### src/rtl/mem_access_unit_pkg.sv
// Shared constants and request decode helpers for the data-memory access unit.
// Imported by mem_access_unit and load_align.
package mem_access_pkg;

  localparam logic [2:0] F3_B  = 3'b000;
  localparam logic [2:0] F3_H  = 3'b001;
  localparam logic [2:0] F3_W  = 3'b010;
  localparam logic [2:0] F3_BU = 3'b100;
  localparam logic [2:0] F3_HU = 3'b101;

  localparam logic [1:0] ST_IDLE = 2'd0;
  localparam logic [1:0] ST_BUSY = 2'd1;
  localparam logic [1:0] ST_DONE = 2'd2;

  localparam int XLEN_BYTES = 4;

  // Unsigned widths exist only for loads; halves and words must be naturally aligned.
  function automatic logic req_legal(input logic we, input logic [2:0] f3,
                                     input logic [1:0] off);
    logic ok;
    ok = 1'b0;
    case (f3)
      F3_B:    ok = 1'b1;
      F3_BU:   ok = !we;
      F3_H:    ok = !off[0];
      F3_HU:   ok = !we && !off[0];
      F3_W:    ok = (off == 2'b00);
      default: ok = 1'b0;
    endcase
    return ok;
  endfunction

  function automatic logic [XLEN_BYTES-1:0] byte_enables(input logic [2:0] f3,
                                                         input logic [1:0] off);
    logic [XLEN_BYTES-1:0] be;
    be = '0;
    case (f3)
      F3_B, F3_BU: be = 4'b0001 << off;
      F3_H, F3_HU: be = 4'b0011 << {off[1], 1'b0};
      F3_W:        be = 4'b1111;
      default:     be = '0;
    endcase
    return be;
  endfunction

endpackage

### src/rtl/mem_access_unit_load_align.sv
// Combinational load aligner: shifts the addressed lane down and extends it.
// Kept standalone so a cache refill path can reuse it.
module load_align
  import mem_access_pkg::*;
#(
  parameter int XLEN = 32
) (
  input  logic [XLEN-1:0] rdata,
  input  logic [1:0]      offset,
  input  logic [2:0]      funct3,
  output logic [XLEN-1:0] result
);

  logic [XLEN-1:0] lane;

  // Word accesses are always aligned, so the shifted lane equals rdata for W.
  always_comb begin
    lane = rdata >> {offset, 3'b000};
    case (funct3)
      F3_B:    result = {{(XLEN-8){lane[7]}}, lane[7:0]};
      F3_BU:   result = {{(XLEN-8){1'b0}}, lane[7:0]};
      F3_H:    result = {{(XLEN-16){lane[15]}}, lane[15:0]};
      F3_HU:   result = {{(XLEN-16){1'b0}}, lane[15:0]};
      F3_W:    result = lane;
      default: result = '0;
    endcase
  end

endmodule

### src/rtl/mem_access_unit.sv
// Multi-cycle load/store unit between execute and write-back: drives a
// ready-handshaked data bus and returns the aligned, extended load result.
module mem_access_unit
  import mem_access_pkg::*;
#(
  parameter int XLEN    = 32,
  parameter int TIMEOUT = 16
) (
  input  logic                  clk,
  input  logic                  rst,
  input  logic                  mem_req_valid,
  input  logic                  mem_we,
  input  logic [2:0]            funct3,
  input  logic [XLEN-1:0]       addr,
  input  logic [XLEN-1:0]       wdata,
  output logic                  stall,
  output logic                  done,
  output logic                  fault,
  output logic [XLEN-1:0]       data_from_MEM,
  output logic                  bus_req,
  output logic                  bus_we,
  output logic [XLEN-1:0]       bus_addr,
  output logic [XLEN_BYTES-1:0] bus_be,
  output logic [XLEN-1:0]       bus_wdata,
  input  logic                  bus_ready,
  input  logic [XLEN-1:0]       bus_rdata
);

  localparam int CNT_W = (TIMEOUT > 1) ? $clog2(TIMEOUT) : 1;
  localparam logic [CNT_W-1:0] CNT_LAST = CNT_W'(TIMEOUT - 1);

  logic [1:0]      state;
  logic [CNT_W-1:0] wait_cnt;
  logic            fault_flag;
  logic            req_we;
  logic [2:0]      req_funct3;
  logic [XLEN-1:0] req_addr;
  logic [XLEN-1:0] req_wdata;
  logic [XLEN-1:0] load_result;

  logic in_idle;
  logic in_busy;
  logic in_done;
  logic legal;
  logic accept;
  logic reject;

  assign in_idle = (state == ST_IDLE);
  assign in_busy = (state == ST_BUSY);
  assign in_done = (state == ST_DONE);
  assign legal   = req_legal(mem_we, funct3, addr[1:0]);
  assign accept  = in_idle && mem_req_valid && legal;
  assign reject  = in_idle && mem_req_valid && !legal;

  load_align #(.XLEN(XLEN)) u_load_align (
    .rdata  (bus_rdata),
    .offset (req_addr[1:0]),
    .funct3 (req_funct3),
    .result (load_result)
  );

  // Ready is checked before the timeout so a reply on the last count cycle wins.
  always_ff @(posedge clk) begin
    if (rst) begin
      state         <= ST_IDLE;
      wait_cnt      <= '0;
      fault_flag    <= 1'b0;
      data_from_MEM <= '0;
      req_we        <= 1'b0;
      req_funct3    <= F3_B;
      req_addr      <= '0;
      req_wdata     <= '0;
    end else begin
      case (state)
        ST_IDLE: begin
          if (accept) begin
            req_we     <= mem_we;
            req_funct3 <= funct3;
            req_addr   <= addr;
            req_wdata  <= wdata;
            wait_cnt   <= '0;
            fault_flag <= 1'b0;
            state      <= ST_BUSY;
          end
        end
        ST_BUSY: begin
          if (bus_ready) begin
            if (!req_we) begin
              data_from_MEM <= load_result;
            end
            fault_flag <= 1'b0;
            state      <= ST_DONE;
          end else if (wait_cnt == CNT_LAST) begin
            fault_flag <= 1'b1;
            state      <= ST_DONE;
          end else begin
            wait_cnt <= wait_cnt + 1'b1;
          end
        end
        ST_DONE: state <= ST_IDLE;
        default: state <= ST_IDLE;
      endcase
    end
  end

  // Illegal requests complete immediately in IDLE without touching the bus.
  always_comb begin
    stall = accept || in_busy;
    done  = reject || in_done;
    fault = reject || (in_done && fault_flag);
  end

  // Bus outputs are driven only in BUSY and come solely from the latched request.
  always_comb begin
    bus_req   = in_busy;
    bus_we    = in_busy && req_we;
    bus_addr  = '0;
    bus_be    = '0;
    bus_wdata = '0;
    if (in_busy) begin
      bus_addr = {req_addr[XLEN-1:2], 2'b00};
      bus_be   = byte_enables(req_funct3, req_addr[1:0]);
      case (req_funct3)
        F3_B, F3_BU: bus_wdata = {(XLEN/8){req_wdata[7:0]}};
        F3_H, F3_HU: bus_wdata = {(XLEN/16){req_wdata[15:0]}};
        default:     bus_wdata = req_wdata;
      endcase
    end
  end

endmodule

### config.mk
export PLATFORM = sky130hd
export DESIGN_NAME = mem_access_unit
export DESIGN_NICKNAME = d
export VERILOG_FILES = /design/src/rtl/mem_access_unit_pkg.sv /design/src/rtl/mem_access_unit_load_align.sv /design/src/rtl/mem_access_unit.sv
export SDC_FILE = /design/constraint.sdc
export NUM_CORES = 1
export LEC_CHECK = 0
export ABC_AREA = 0
export CORE_ASPECT_RATIO = 1.5
export CORE_MARGIN = 2
export CORE_UTILIZATION = 48
export DETAILED_ROUTE_END_ITERATION = 16
export GPL_TIMING_DRIVEN = 0
export PLACE_DENSITY = 0.87
export SLEW_MARGIN = 20
export SYNTH_ARGS = -nofsm -noshare
export SYNTH_HDL_FRONTEND = slang
export SYNTH_SLANG_ARGS = --single-unit
### constraint.sdc
create_clock -name clk -period 3.86 [get_ports clk]
set_clock_uncertainty 0.2 [all_clocks]
set_input_delay 1.158 -clock clk [delete_from_list [all_inputs] [get_ports clk]]
set_output_delay 1.158 -clock clk [all_outputs]
set_load 0.02 [all_outputs]
==> flow_summary.yaml <==
clock_network:
  cts_root_buf: "clkbuf_16"
  clock_path_buffers: 2
  insertion_delay_ps: 340
  htreeDepth: 3
  path_clk_slew_ps: 70
  cts_hold_buf: 0
  clock-sinks: 107
  cts_tree: "built"
  numCtsBuffers: 9
placement:
  dp.cells: 1039
  gp_congestion: 0.934
  io_buffers: 206
  dpl_worst_slack_ps: -907
  dp_hpwl_mm: 14.1
  place_area_sq_um: 7690
global_route:
  grt_max_degree: 20
  antenna_found_initial: 0
  grtUsageTotal_pct: 29.5
  grtUsageMet2_pct: 54.0
  grt-ovfl-total: 0
  grt_pass1_vias: 5773
  met3_usage_pct: 5.11
  grt_pass1_wl_mm: 28.8
  top_usage_layer: "met2"
  use_met1_pct: 31.6
cells_and_area:
  fin_nets: 1010
  fin_area_sq_um: 8060
  antenna_cells: 0
  stdcell_count: 1057
  layout_common_cells: "clkdlybuf4s50_1 (197), nand2_1 (184), dfxtp_1 (107), a21oi_1 (101), and2_1 (40)"
  drive_gt1_share_pct: 9.12
  fin_util_pct: 72.9
  mostFrequentLayoutCell: "clkdlybuf4s50_1"
  syn_to_final_growth_pct: 48.1
critical_path:
  crit_fanout: 10
  crit_arrival_ps: 2430
  required_ps: 2500
  crit_chain: "clkdlybuf4s15_1 -> a221oi_2 -> o211ai_1 -> clkbuf_8 -> nand2_1 -> buf_4"
  start_kind: "input pin"
  critPathSlowestCell: "a221oi_2"
  critPathMaxStageDelay_ps: 360
  setup.worst_path.class: "input pin to output port"
  endpoint_kind: "output port"
sta:
  hold_slack_ps: 251
  min_period_ps: 3780
  tns_ps: 0
  hold_viol_final: 0
  tightestPinTransition_ps: 781
  max_freq_ghz: 0.264
  post-route-period-util_pct: 98.0
  rsz0062_at_grt: "false"
  drv_slew: 0
  setup_violations: 0
  finalWorstSetupSlack_ps: 76.9
  timing.slew.headroom_pct: 48.0
routing:
  first_iter_violations: 313
  drt-total-wl_mm: 18.5
  route.vias.total: 5852
  routedWlPerCell_microns: 17.5
  viasPerCell: 5.54
  antenna_left: 0
  drt_pass1_iterations: 5
  drc: 0
pwr:
  ir_drop_mv: 0.229
  power.density_nw_per_um2: 326
  power_mw: 2.63
  leakagePower_nw: 2.77
synth:
  yosysUniqueCellTypes: 52
  ys_seq_area_share_pct: 39.4
  async_flop_share_pct: 0
  ys_warn_count: 0
  synth.cell_area_sq_um: 5440
  ys_ff_latch: 107
  synthFlopType: "dfxtp_1"
  yosys-top-cells-area: "dfxtp_1 (39%), nand2_1 (13%), a21oi_1 (9.3%)"
  synth_edf_count: 0
  syn_inst: 685
  synth.avg_cell_area_sq_um: 7.94
  synth_top_area_share_pct: 39.4
  yosys.area.top_type: "dfxtp_1"
floorplan:
  pin_count: 209
  row_count: 47
  die_h_microns: 134
  start_util_pct: 49.2
  core_sq_um: 11100
  die_x_microns: 90.9
  die_area_sq_um: 12200
flow_run:
  drv_cap: 0
min_path:
  worstHoldPathType: "flop to flop"
run_status:
  status: "complete, no violations"
## cell type report
class                   count  area (sq um)
well taps                 147           184
inverters                   3          11.3
clock buffers               9           225
plain buffers              59           308
flip-flops and latches    107          2140
repair buffers            210          2080
clock inverters             7          92.6
fillers                   932          3000
multi-input cells         515          3010
## sequential cells by signal, summed over array words and instances, names as in the netlist
name,count
req_we,1
req_addr,32
wait_cnt,4
fault_flag,1
req_funct3,3
state,2
req_wdata,32
data_from_MEM,32
## layer usage
| layer | share of wire, % | up-vias | routed length, microns |
|---|---|---|---|
| met5 | 0 | - | 0 |
| met4 | 4.3 | 0 | 797 |
| met3 | 6.8 | 45 | 1250 |
| met2 | 52 | 258 | 9700 |
| met1 | 37 | 2759 | 6780 |
| li1 | - | 2790 | - |
## cells by family (layout without fill, tap and decap cells)
kind of cell	count (synthesis)	count (layout)	synth area share, %
simple gates	301	301	25.1
compound gates	177	177	23.0
flops	107	107	39.4
buf+inv	64	288	5.75
mux	34	34	6.48
fa+ha+maj	1	1	0.230
other cells	1	2	0.0689
## synthesized netlist by cell type (2+ instances only)
cell	n
nor2_1	36
a211o_1	7
mux2i_1	33
nand3b_1	2
buf_1	3
buf_6	3
buf_2	18
clkbuf_1	29
a32oi_1	7
a221oi_2	16
a221oi_1	10
nand2b_1	3
o21a_1	8
nand2_1	184
a21oi_1	101
nand3_1	4
inv_1	2
and2_1	40
o21ai_0	3
nor3_1	9
a21boi_1	8
o2bb2ai_1	7
nor2b_1	11
dfxtp_1	107
buf_4	7
## power by group
group | internal [mW] | switching [mW]
sequential | 1.14 | 0.0275
combinational | 0.219 | 0.252
clock | 0.568 | 0.418
## worst paths after layout
path	startpoint	end	slack [ps]	cells after the start
worst min-delay path	req_addr[6]$_SDFFE_PP0P_	req_addr[6]$_SDFFE_PP0P_	250	2
worst max-delay path	addr[0]	stall	80	6
worst max register to register	state[1]$_SDFFE_PP0P_	req_funct3[2]$_SDFFE_PP0P_	1750	7
worst min register to register	req_addr[6]$_SDFFE_PP0P_	req_addr[6]$_SDFFE_PP0P_	250	2
## repair_timing
action	in CTS	in global routing
setup endpoints to repair	8	22
resized for setup	27	6
pin swaps	3	2
setup buffers	4	0
## worst max-delay path, delay by kind of cell
kind / cells / cell delay, ps
AND/OR/NAND/NOR: 1 / 70
AO/OA/AOI/OAI: 2 / 530
buffers and inverters: 3 / 660
(Power assumes the default switching activity.)
